<file path="src/rtl/cap_seq_pkg.sv">
// Shared definitions for the capacitor charge / IGBT fire sequencer.
// State encoding matches the state_dbg port; fault codes match fault_code.
// Pure declarations, no logic.
package cap_seq_pkg;

  typedef enum logic [2:0] {
    ST_IDLE     = 3'd0,
    ST_CHARGE   = 3'd1,
    ST_SETTLE   = 3'd2,
    ST_FIRE     = 3'd3,
    ST_COOLDOWN = 3'd4,
    ST_FAULT    = 3'd5
  } state_t;

  localparam logic [1:0] FC_NONE     = 2'b00;
  localparam logic [1:0] FC_NO_ILK   = 2'b01;
  localparam logic [1:0] FC_TIMEOUT  = 2'b10;
  localparam logic [1:0] FC_ILK_LOST = 2'b11;

endpackage

</file>
<file path="src/rtl/seq_timer.sv">
// Saturating up-counter with synchronous clear and terminal-count flag.
// o_tc is combinational from the count: asserted once count >= i_tc.
// No backpressure; counter never wraps, it sticks at all-ones.
module seq_timer #(
  parameter int W = 32
) (
  input  logic         i_clk,
  input  logic         i_rst,
  input  logic         i_clr,
  input  logic         i_en,
  input  logic [W-1:0] i_tc,
  output logic         o_tc
);

  logic [W-1:0] r_cnt;

  // Count enabled cycles; clear has priority; hold at full scale
  always_ff @(posedge i_clk or posedge i_rst) begin
    if (i_rst) begin
      r_cnt <= '0;
    end else if (i_clr) begin
      r_cnt <= '0;
    end else if (i_en && (r_cnt != '1)) begin
      r_cnt <= r_cnt + W'(1);
    end
  end

  assign o_tc = (r_cnt >= i_tc);

endmodule

</file>
<file path="src/rtl/cap_charge_sequencer.sv">
// Pulse-power shot sequencer: charge, settle, fire IGBT, cooldown, fault.
// Outputs registered from next state: change on the same edge as the state.
// No backpressure; start is a level sampled only in IDLE.
module cap_charge_sequencer
  import cap_seq_pkg::*;
#(
  parameter logic [2:0]  CAP_MASK     = 3'b011,
  parameter logic [31:0] CHG_TIMEOUT  = 32'd50_000_000,
  parameter logic [15:0] SETTLE_CYC   = 16'd50,
  parameter logic [15:0] FIRE_WIDTH   = 16'd500,
  parameter logic [31:0] COOLDOWN_CYC = 32'd5_000_000
) (
  input  logic       sys_clk,
  input  logic       sys_rst,
  input  logic       start,
  input  logic       abort,
  input  logic       fault_clr,
  input  logic       interlock_ok,
  input  logic [2:0] cap_ok,
  output logic [2:0] charge_en,
  output logic       igbt_fire,
  output logic       busy,
  output logic       done,
  output logic       fault,
  output logic [1:0] fault_code,
  output logic [2:0] state_dbg
);

  state_t      r_state;
  state_t      w_next;
  logic [1:0]  w_next_code;
  logic        w_done;
  logic        w_caps_ok;
  logic        w_chg_tc;
  logic        w_phase_tc;
  logic [31:0] w_phase_tc_val;

  assign w_caps_ok = ((cap_ok & CAP_MASK) == CAP_MASK);

  // Charge timer spans CHARGE and SETTLE together; only IDLE restarts it
  seq_timer #(.W(32)) u_chg_timer (
    .i_clk (sys_clk),
    .i_rst (sys_rst),
    .i_clr (r_state == ST_IDLE),
    .i_en  ((r_state == ST_CHARGE) || (r_state == ST_SETTLE)),
    .i_tc  (CHG_TIMEOUT - 32'd1),
    .o_tc  (w_chg_tc)
  );

  // Phase counter terminal value depends on which timed phase is active
  always_comb begin
    w_phase_tc_val = '1;
    case (r_state)
      ST_SETTLE:   w_phase_tc_val = {16'd0, SETTLE_CYC} - 32'd1;
      ST_FIRE:     w_phase_tc_val = {16'd0, FIRE_WIDTH} - 32'd1;
      ST_COOLDOWN: w_phase_tc_val = COOLDOWN_CYC - 32'd1;
      default:     w_phase_tc_val = '1;
    endcase
  end

  // Shared phase counter restarts on every state change
  seq_timer #(.W(32)) u_phase_timer (
    .i_clk (sys_clk),
    .i_rst (sys_rst),
    .i_clr (w_next != r_state),
    .i_en  (1'b1),
    .i_tc  (w_phase_tc_val),
    .o_tc  (w_phase_tc)
  );

  // Next-state decode; priority abort > interlock loss > timeout > normal
  always_comb begin
    w_next      = r_state;
    w_next_code = fault_code;
    w_done      = 1'b0;
    case (r_state)
      ST_IDLE: begin
        if (start) begin
          if (interlock_ok) begin
            w_next = ST_CHARGE;
          end else begin
            w_next      = ST_FAULT;
            w_next_code = FC_NO_ILK;
          end
        end
      end
      ST_CHARGE: begin
        if (abort) begin
          w_next = ST_IDLE;
        end else if (!interlock_ok) begin
          w_next      = ST_FAULT;
          w_next_code = FC_ILK_LOST;
        end else if (w_chg_tc) begin
          w_next      = ST_FAULT;
          w_next_code = FC_TIMEOUT;
        end else if (w_caps_ok) begin
          w_next = ST_SETTLE;
        end
      end
      ST_SETTLE: begin
        if (abort) begin
          w_next = ST_IDLE;
        end else if (!interlock_ok) begin
          w_next      = ST_FAULT;
          w_next_code = FC_ILK_LOST;
        end else if (w_chg_tc) begin
          w_next      = ST_FAULT;
          w_next_code = FC_TIMEOUT;
        end else if (!w_caps_ok) begin
          w_next = ST_CHARGE;
        end else if (w_phase_tc) begin
          w_next = ST_FIRE;
        end
      end
      ST_FIRE: begin
        if (abort) begin
          w_next = ST_IDLE;
        end else if (!interlock_ok) begin
          w_next      = ST_FAULT;
          w_next_code = FC_ILK_LOST;
        end else if (w_phase_tc) begin
          w_next = ST_COOLDOWN;
        end
      end
      ST_COOLDOWN: begin
        if (abort) begin
          w_next = ST_IDLE;
        end else if (w_phase_tc) begin
          w_next = ST_IDLE;
          w_done = 1'b1;
        end
      end
      ST_FAULT: begin
        if (fault_clr) begin
          w_next      = ST_IDLE;
          w_next_code = FC_NONE;
        end
      end
      default: begin
        w_next      = ST_IDLE;
        w_next_code = FC_NONE;
      end
    endcase
  end

  // State register with outputs decoded from the next state
  always_ff @(posedge sys_clk or posedge sys_rst) begin
    if (sys_rst) begin
      r_state    <= ST_IDLE;
      charge_en  <= 3'b000;
      igbt_fire  <= 1'b0;
      busy       <= 1'b0;
      done       <= 1'b0;
      fault      <= 1'b0;
      fault_code <= FC_NONE;
      state_dbg  <= 3'd0;
    end else begin
      r_state    <= w_next;
      charge_en  <= ((w_next == ST_CHARGE) || (w_next == ST_SETTLE)) ? CAP_MASK : 3'b000;
      igbt_fire  <= (w_next == ST_FIRE);
      busy       <= (w_next != ST_IDLE) && (w_next != ST_FAULT);
      done       <= w_done;
      fault      <= (w_next == ST_FAULT);
      fault_code <= w_next_code;
      state_dbg  <= w_next;
    end
  end

endmodule

</file>
<file path="config.mk">
export PLATFORM = sky130hd
export DESIGN_NAME = cap_charge_sequencer
export DESIGN_NICKNAME = d
export VERILOG_FILES = /design/src/rtl/cap_seq_pkg.sv /design/src/rtl/seq_timer.sv /design/src/rtl/cap_charge_sequencer.sv
export SDC_FILE = /design/constraint.sdc
export NUM_CORES = 1
export LEC_CHECK = 0
export CAP_MARGIN = 20
export CORE_MARGIN = 4
export CORE_UTILIZATION = 61
export CTS_BUF_LIST = sky130_fd_sc_hd__clkbuf_4 sky130_fd_sc_hd__clkbuf_8 sky130_fd_sc_hd__clkbuf_16
export CTS_CLUSTER_SIZE = 20
export DETAILED_ROUTE_END_ITERATION = 8
export GPL_TIMING_DRIVEN = 1
export PLACE_DENSITY = 0.8
export SETUP_SLACK_MARGIN = 0.2
export SYNTH_ARGS = -nofsm -noshare
export SYNTH_HDL_FRONTEND = slang
export SYNTH_SLANG_ARGS = --single-unit
</file>
<file path="constraint.sdc">
create_clock -name sys_clk -period 4.33 [get_ports sys_clk]
set_input_delay 0.6495 -clock sys_clk [delete_from_list [all_inputs] [get_ports sys_clk]]
set_output_delay 0.6495 -clock sys_clk [all_outputs]
set_load 0.005 [all_outputs]
</file>
After elaboration in Yosys (flattened, before gate mapping)

Cells that the tools add are included.

Flip-flop bits (word level): 75
Input bits: 9
Output and inout bits: 12
Word-level logic and storage cells: 81

Add/subtract/negate cells: 2
Order comparisons: 2
Eq/ne operators: 21
Muxes and demuxes: 36
Bitwise logic cells: 1
Reductions and logical operators: 10

Operators by type and width:

| operator              | number |
|---|---|
| $mux 32               | 4 |
| $pmux 32 s3           | 1 |
| $add 32x1->32 const B | 2 |
| $ne 32x32->1 const B  | 2 |
| $mux 3                | 17 |
| $ge 32x26->1 const B  | 1 |
| $ge 32x32->1          | 1 |
| $mux 2                | 9 |
| $pmux 3 s6            | 1 |
| $eq 3x2->1 const B    | 4 |
| $ne 2x2->1 const B    | 6 |
| $pmux 2 s5            | 1 |
| $eq 3x3->1 const B    | 3 |
| $reduce_and 8->1      | 1 |
| $eq 3x1->1 const B    | 2 |
| $reduce_bool 2->1     | 2 |
| $logic_not 3->1       | 1 |
| $mux 1                | 3 |
| $ne 3x2->1 const B    | 1 |
| $ne 3x3->1            | 1 |
| $ne 3x3->1 const B    | 1 |
| $reduce_bool 3->1     | 1 |
| $eq 2x2->1 const B    | 1 |
| $logic_and 1x1->1     | 2 |
| 3 further kinds       | 4 |

Longest topological paths before layout

Gate-level depths: netlist of run 1.

Word-level depth: 12
Gate-level depth with buffers: 14
Gate-level depth less buffers: 13

By module

From an unflattened synthesis of run 1, not the netlist that was laid out.

Cell total of the unflattened synthesis: 689
Area total of the unflattened synthesis: 5883.1 µm²

By module, submodules not included:

| module               | times used | cells an instance | area each (µm²) |
|---|---|---|---|
| seq_timer            | 2          | 296               | 2521.2 |
| cap_charge_sequencer | 1          | 97                | 840.8 |

Worst setup path before layout of run 1

No wires, ideal clock.

Path kind: register -> register
Start: register r_state[0]
End: register u_phase_timer.r_cnt[14]
Data arrival time: 3.476 ns
Required time: 4.249 ns
Path slack: 0.772 ns
Cell stages (with the launch flop): 15
Path buffers: 2
Period minus slack after synthesis: 3.558 ns
Cells stage by stage: dfrtp_1 > clkbuf_1 > nor2_1 > nand2_1 > nand2_1 > ha_1 > a21o_1 > maj3_2 > a21oi_2 > o311ai_1 > a21oi_2 > a311oi_1 > a311o_2 > buf_6 > nor3_2

Word-level cells in the longest chain between the ends: 11

RTL lines:

| what                                         | RTL line                                               | RTL |
|---|---|---|
| start, declared                              | cap_charge_sequencer.sv:29                             | `state_t r_state;` |
| start signal, assigned                       | cap_charge_sequencer.sv:158                            | `r_state <= w_next;` |
| $eq 3x3->1 or $eq 3x2->1 (tied branches)     | cap_charge_sequencer.sv:53, cap_charge_sequencer.sv:76 |  |
| $pmux 32 s3                                  | cap_charge_sequencer.sv:53                             | `case (r_state)` |
| $ge 32x32->1                                 | seq_timer.sv:28                                        | `assign o_tc = (r_cnt >= i_tc);` |
| $mux 3                                       | cap_charge_sequencer.sv:111                            | `end else if (w_phase_tc) begin` |
| $mux 3                                       | cap_charge_sequencer.sv:109                            | `end else if (!w_caps_ok) begin` |
| $mux 3                                       | cap_charge_sequencer.sv:106                            | `end else if (w_chg_tc) begin` |
| $mux 3                                       | cap_charge_sequencer.sv:103                            | `end else if (!interlock_ok) begin` |
| $mux 3                                       | cap_charge_sequencer.sv:101                            | `if (abort) begin` |
| $pmux 3 s6                                   | cap_charge_sequencer.sv:76                             | `case (r_state)` |
| $ne 3x3->1 (*)                               | cap_charge_sequencer.sv:65                             | `.i_clr (w_next != r_state),` |
| $mux 32 or $reduce_bool 2->1 (tied branches) | --                                                     |  |
| end signal, assigned                         | seq_timer.sv:24                                        | `r_cnt <= r_cnt + W'(1);` |
| end, declared                                | seq_timer.sv:15                                        | `logic [W-1:0] r_cnt;` |

Every way passes the cells marked *; elsewhere a longest branch is shown, timed or not.
A chain may end at the register's enable or synchronous reset.

Final worst setup path of run 1

Start: register r_state[1]
End: register u_phase_timer.r_cnt[29]

The elaborated chain is that of the path after synthesis.

==> results of run 1 <==
-- cell type report --
class	count	area, sq um
clock buffer	9	124
clock inverter	7	76.3
fill	586	2330
inverter	10	37.5
multi-input combinational	430	2810
sequential	74	1850
tap	102	128
timing repair buffer	32	335
-- worst reg2reg max path: cells and delay by family (launching register included) --
family | cells | cell delay, ps
DFF | 1 | 380
AOI/OAI and AO/OA | 6 | 1570
adders and majority gates | 2 | 630
and+or+nand+nor | 4 | 730
buffers and inverters | 2 | 320
-- synth_stat cells (3+ instances only) --
| master | instances | share of area [%] |
|---|---|---|
| nor2_1 | 67 | 5.2 |
| dfrtp_1 | 74 | 39 |
| clkbuf_1 | 13 | 1.0 |
| nand3_1 | 49 | 5.1 |
| nand4_1 | 18 | 2.3 |
| o21ai_0 | 21 | 2.2 |
| xor2_1 | 31 | 5.7 |
| nor3_2 | 17 | 3.5 |
| nor3b_1 | 3 | 0.47 |
| a21o_1 | 4 | 0.63 |
| and4_1 | 11 | 2.0 |
| buf_4 | 3 | 0.47 |
| mux2i_1 | 6 | 1.3 |
| nor2b_1 | 3 | 0.39 |
| buf_2 | 4 | 0.42 |
| o211ai_1 | 3 | 0.47 |
| inv_1 | 9 | 0.70 |
| ha_1 | 23 | 6.0 |
| and2_1 | 6 | 0.78 |
| a21oi_1 | 22 | 2.3 |
| xnor2_1 | 27 | 4.9 |
| nor3_1 | 14 | 1.5 |
| nand2_1 | 41 | 3.2 |
| and3_1 | 19 | 2.5 |
| or3_1 | 5 | 0.65 |
-- power breakdown --
group | internal (mW) | leakage, nW | total (mW) | switching (mW)
clock network | 0.270 | 0.0962 | 0.543 | 0.273
registers | 0.736 | 1.02 | 0.782 | 0.0455
logic | 0.331 | 1.25 | 0.862 | 0.531
total | 1.34 | 2.37 | 2.19 | 0.850
-- layer usage --
metal	part of all wire, %	track usage [%]	vias up
met1	42	30.5	1931
li1	-	-	1960
met4	2.5	9.40	0
met2	50	41.2	94
met5	0	0	-
met3	4.5	5.98	28
-- timing repair --
item	4_1_cts	5_1_grt
pin swaps	2	0
gates resized for setup	1	2
setup endpoints to repair	31	34
gates cloned	1	0
buffers inserted	3	0
-- kinds of logic (layout without fill, tap and decap cells) --
group	Yosys count	in the layout	synth area share (%)
fa+ha+maj	25	25	6.45
compound gates	77	78	10.6
simple gates	260	260	28.7
mux	8	8	1.72
buf+inv	33	58	3.24
xor+xnor	58	58	10.6
other cells	1	1	0.0782
flops	74	74	38.6
-- stage by stage --
step	std cells	hold WS (ps)
3_3_place_gp	643	460
2_1_floorplan	536	474
3_5_place_dp	643	467
6_report	664	487
4_1_cts	663	488
5_1_grt	664	509
-- flip-flops by register name, indices dropped and copies added (netlist names) --
register             flops
busy                     1
igbt_fire                1
charge_en                1
u_chg_timer.r_cnt       32
r_state                  3
fault                    1
done                     1
fault_code               2
u_phase_timer.r_cnt     32
-- worst paths after layout --
path	from	end	slack, ps	depth (start not counted)
max reg2reg	r_state[1]$_DFF_PP0_	u_phase_timer.r_cnt[29]$_DFFE_PP0P_	620	14
min	fault_code[0]$_DFFE_PP0P_	fault_code[0]$_DFFE_PP0P_	490	1
min reg2reg	fault_code[0]$_DFFE_PP0P_	fault_code[0]$_DFFE_PP0P_	490	1
max	r_state[1]$_DFF_PP0_	u_phase_timer.r_cnt[29]$_DFFE_PP0P_	620	14
max in group asynchronous	sys_rst	u_phase_timer.r_cnt[17]$_DFFE_PP0P_	3220	3
min in group asynchronous	sys_rst	u_chg_timer.r_cnt[3]$_DFFE_PP0P_	520	2
-- placed cells by master, fill, tap and decap left out, drive strengths merged, types with 2 or more instances in the layout --
cell type      synthesis  final
dfrtp                 74     74
nor2                  67     67
nand3                 49     49
nand2                 42     42
xor2                  31     31
nor3                  31     31
xnor2                 27     27
a21oi                 24     24
o21ai                 24     24
ha                    23     23
and3                  19     19
nand4                 18     18
clkdlybuf4s50          0     18
buf                   10     14
inv                   10     12
and4                  11     11
clkbuf                13      9
and2                   6      6
mux2i                  6      6
or3                    5      5
a21o                   4      4
o211ai                 4      4
nor2b                  3      3
nor3b                  3      3
nand2b                 2      2
mux2                   2      2
a311oi                 2      2
o21a                   2      2
a311o                  1      2
a31oi                  2      2
o31ai                  2      2
clkinvlp               0      2
maj3                   2      2
clkinv                 0      2
==> impl_metrics.tcl, run 1 <==
set metrics [dict create \
    run_status "finished, final reports clean" \
    drc 0 \
    firstDrtPassIters 5 \
    ys_seq_area_share_pct 38.6 \
    slew_headroom_pct 56.0 \
    postSynthNetCount 568 \
    coreArea_sq_um 7690 \
    avgSynthCellArea_sq_um 8.95 \
    clkTransAtPathRegs_ps 80 \
    worstMarginPinSlew_ps 659 \
    n_antenna_cell 0 \
    syn_area_sq_um 4790 \
    drt-total-wl_mm 10.8 \
    place_ws_ps 185 \
    hpwl_mm 7.42 \
    p_leak_nw 2.37 \
    maxCapViolations 0 \
    drive_gt1_share_pct 11.7 \
    grt_antenna_before_repair 0 \
    areaGrowthSynthToFinish_pct 11.8 \
    grt_usage_pct 24.5 \
    die_width_um 96.7 \
    cp_num_buf_inv 2 \
    cp.arrival_ps 3970 \
    globalplace.congestion 0.919 \
    fin_util_pct 69.7 \
    fp.dieH_um 96.7 \
    num_vias 4013 \
    synth_edf_count 0 \
    via_per_inst 6.04 \
    ys_seq_elements 74 \
    io_buffers 18 \
    fin_crit_ps 3710 \
    hp-class "reg -> reg" \
    root_buffer "clkbuf_8" \
    ios 21 \
    min_period_over_period_pct 85.6 \
    fin_ws_ps 622 \
    numCtsBuffers 9 \
    finalPower_mw 2.19 \
    yosys_most_used_dff "dfrtp_1" \
    setup_viol 0 \
    hold_viol_final 0 \
    fmax_mhz 270 \
    tns_ps 0 \
    cts_sinks 74 \
    rows 32 \
    critPathTopFamily "compound AO/OA/AOI/OAI gates" \
    grt_max_degree 51 \
    p_per_area_nw_per_um2 408 \
    startpoint_type "register" \
    yosys_warnings 0 \
    h-tree-depth 3 \
    finalInstanceArea_sq_um 5360 \
    crit_path_top_delay_cell "a311o_2" \
    clk_latency_ps 360 \
    clock_skew_ps 9.22 \
    crit_fanout 16 \
    nets 589 \
    start_util_pct 62.4 \
    gr-total-overflow 0 \
    path_cells "nor2_1 > buf_4 > nand2_1 > nand2_2 > ha_1 > a21o_1 > maj3_2 > a21oi_2 > o311ai_1 > a21oi_2 > o21ai_0 > a311o_2 > buf_12 > nor3b_1" \
    ys_types 59 \
    synthArstFlopShare_pct 100 \
    timing_worst_setup_path_type "reg -> reg" \
    placed_area_sq_um 5060 \
    routedWlPerCell_um 16.3 \
    vdd_drop_max_mv 0.258 \
    cts_buffer_depth 2 \
    cpMostUsedCell "a21oi_2" \
    final_max_slew_viol_count 0 \
    cp.required_ps 4590 \
    postSynthCellCount 536 \
    grt_setup_unrepaired "no" \
    cts_tree "yes" \
    grt_pass1_wl_mm 19.0 \
    dieArea_sq_um 9340 \
    ant_nets 0 \
    first_global_vias 4040 \
    end_kind "register" \
    drtIter0Drc 221 \
    hold_buffers 0 \
    slowest_delay_ps 440 \
]
No activity file was read; power rests on OpenSTA's default activity.
==> run 2, diff against run 1 <==
- CORE_ASPECT_RATIO: not set -> 1.5
- CTS_CLUSTER_DIAMETER: not set -> 200
- SETUP_SLACK_MARGIN: 0.2 -> 0.05
==> impl_metrics.tcl, run 2 (synthesis results as in run 1) <==
set metrics [dict create \
    clock_skew_ps 5.02 \
    grt_max_degree 41 \
    rows 39 \
    grt_antenna_before_repair 0 \
    routedWlPerCell_um 16.4 \
    coreArea_sq_um 7660 \
    cts_buffer_depth 2 \
    ff_latch_area_sq_um 1850 \
    setup_viol 0 \
    drt-total-wl_mm 10.8 \
    h-tree-depth 3 \
    clkTransAtPathRegs_ps 60 \
    finalPower_mw 2.34 \
    clock_power_share_pct 32.9 \
    start_util_pct 62.6 \
    io_buffers 18 \
    p_sw_share_pct 35.0 \
    nets 586 \
    fill_cells 609 \
    final_cell_mix "dfrtp_1 (74), nor2_1 (67), nand3_1 (49), nand2_1 (41), xor2_1 (31)" \
    placed_area_sq_um 5090 \
    first_global_vias 4145 \
    path_cells "nor2_1 > nand2_1 > nand2_1 > ha_1 > a21o_1 > maj3_2 > a21oi_2 > o311ai_1 > a21o_1 > o21ai_2 > nand2_2 > nor3b_1" \
    vdd_drop_max_mv 0.400 \
    fin_crit_ps 3850 \
    crit_fanout 19 \
    firstDrtPassIters 4 \
    hpwl_mm 7.80 \
    multi_input_comb_area_sq_um 2790 \
    crit_path_top_delay_cell "o21ai_2" \
    fp.dieH_um 117 \
    cp.required_ps 4580 \
    run_status "finished, final reports clean" \
    finalInstanceArea_sq_um 5400 \
    hp-class "reg -> reg" \
    end_kind "register" \
    startpoint_type "register" \
    reg2reg_slack_ps 480 \
    combPwrFrac_pct 33.9 \
    hold_buffers 0 \
    fmax_mhz 260 \
    drive_gt1_share_pct 10.8 \
    cts-resized-gates 0 \
    maxCapViolations 0 \
    min_period_over_period_pct 89.0 \
    top_regs "u_chg_timer.r_cnt x32, u_phase_timer.r_cnt x32, r_state x3" \
    cts_setup_buffers 0 \
    fin_ws_ps 477 \
    whs_ps 490 \
    cp.arrival_ps 4100 \
    slew_headroom_pct 42.3 \
    num_vias 4051 \
    post-place-cells 645 \
    drtIter0Drc 259 \
    p_per_area_nw_per_um2 432 \
    gr-total-overflow 0 \
    n_antenna_cell 0 \
    cts_sinks 74 \
    grt_setup_unrepaired "no" \
    dieArea_sq_um 9370 \
    drc 0 \
    areaGrowthSynthToFinish_pct 12.7 \
    cts_tree "yes" \
    tns_ps 0 \
    fin_util_pct 70.5 \
    via_per_inst 6.14 \
    worstMarginPinSlew_ps 861 \
    globalplace.congestion 0.888 \
    ios 21 \
    root_buffer "clkbuf_16" \
    finalNonFillerCells 660 \
    grt_pass1_wl_mm 18.9 \
    die_width_um 80.4 \
    internal_power_mw 1.52 \
    grt_usage_pct 25.7 \
    final_common_cell "dfrtp_1" \
    hold_viol_final 0 \
    switchingPower_mw 0.818 \
    place_ws_ps 473 \
    timing_worst_setup_path_type "reg -> reg" \
    numCtsBuffers 9 \
    ant_nets 0 \
    p_leak_nw 2.41 \
    clk_latency_ps 340 \
    p_seq_share_pct 33.2 \
    final_max_slew_viol_count 0 \
    slowest_delay_ps 530 \
]
-- run 2: changes by cell type in the layout (fill, tap and decap cells not counted), sizes merged --
cell / change
clkinvlp: -2
buf: -2
a311o: -1
inv: -2
clkinv: -1
clkbuf: +4
-- run 2: final cells by class --
type / count / area share (%)
Tap cell: 102 / 2.36
Inverter: 10 / 0.695
Clock buffer: 13 / 5.07
Multi-Input combinational cell: 429 / 51.7
Timing Repair Buffer: 30 / 5.24
Clock inverter: 2 / 0.649
Sequential cell: 74 / 34.3
-- run 2: worst paths after layout --
check,start,end,cells past startpoint
worst min register to register,fault_code[0]$_DFFE_PP0P_,fault_code[0]$_DFFE_PP0P_,1
worst max-delay path,r_state[0]$_DFF_PP0_,u_phase_timer.r_cnt[30]$_DFFE_PP0P_,12
worst min-delay path,fault_code[0]$_DFFE_PP0P_,fault_code[0]$_DFFE_PP0P_,1
min in group asynchronous,sys_rst,u_chg_timer.r_cnt[9]$_DFFE_PP0P_,2
max in group asynchronous,sys_rst,fault$_DFF_PP0_,3
worst max register to register,r_state[0]$_DFF_PP0_,u_phase_timer.r_cnt[30]$_DFFE_PP0P_,12
-- run 2: critical path: cells and delay by family, from the launching register on --
| family | cells | cell delay, ps |
|---|---|---|
| DFF | 1 | 400 |
| and+or+nand+nor | 5 | 1390 |
| adders and majority gates | 2 | 620 |
| AOI/OAI and AO/OA | 5 | 1340 |
-- run 2: power by group through the flow --
stage,clock network (mW),registers [mW],logic [mW]
finish,0.768,0.775,0.792
global route,0.802,0.782,0.885
CTS,0.777,0.775,0.796
detailed placement,0,0.786,0.792
global placement,0,0.782,0.768
floorplan,0,0.782,0.540
-- run 2: routing by layer --
layer	up-vias	share of wire, %	global-route usage, %
met1	1982	38	27.6
li1	1956	-	-
met5	-	0	0
met3	38	3.1	4.48
met2	75	55	47.5
met4	0	3.7	13.4
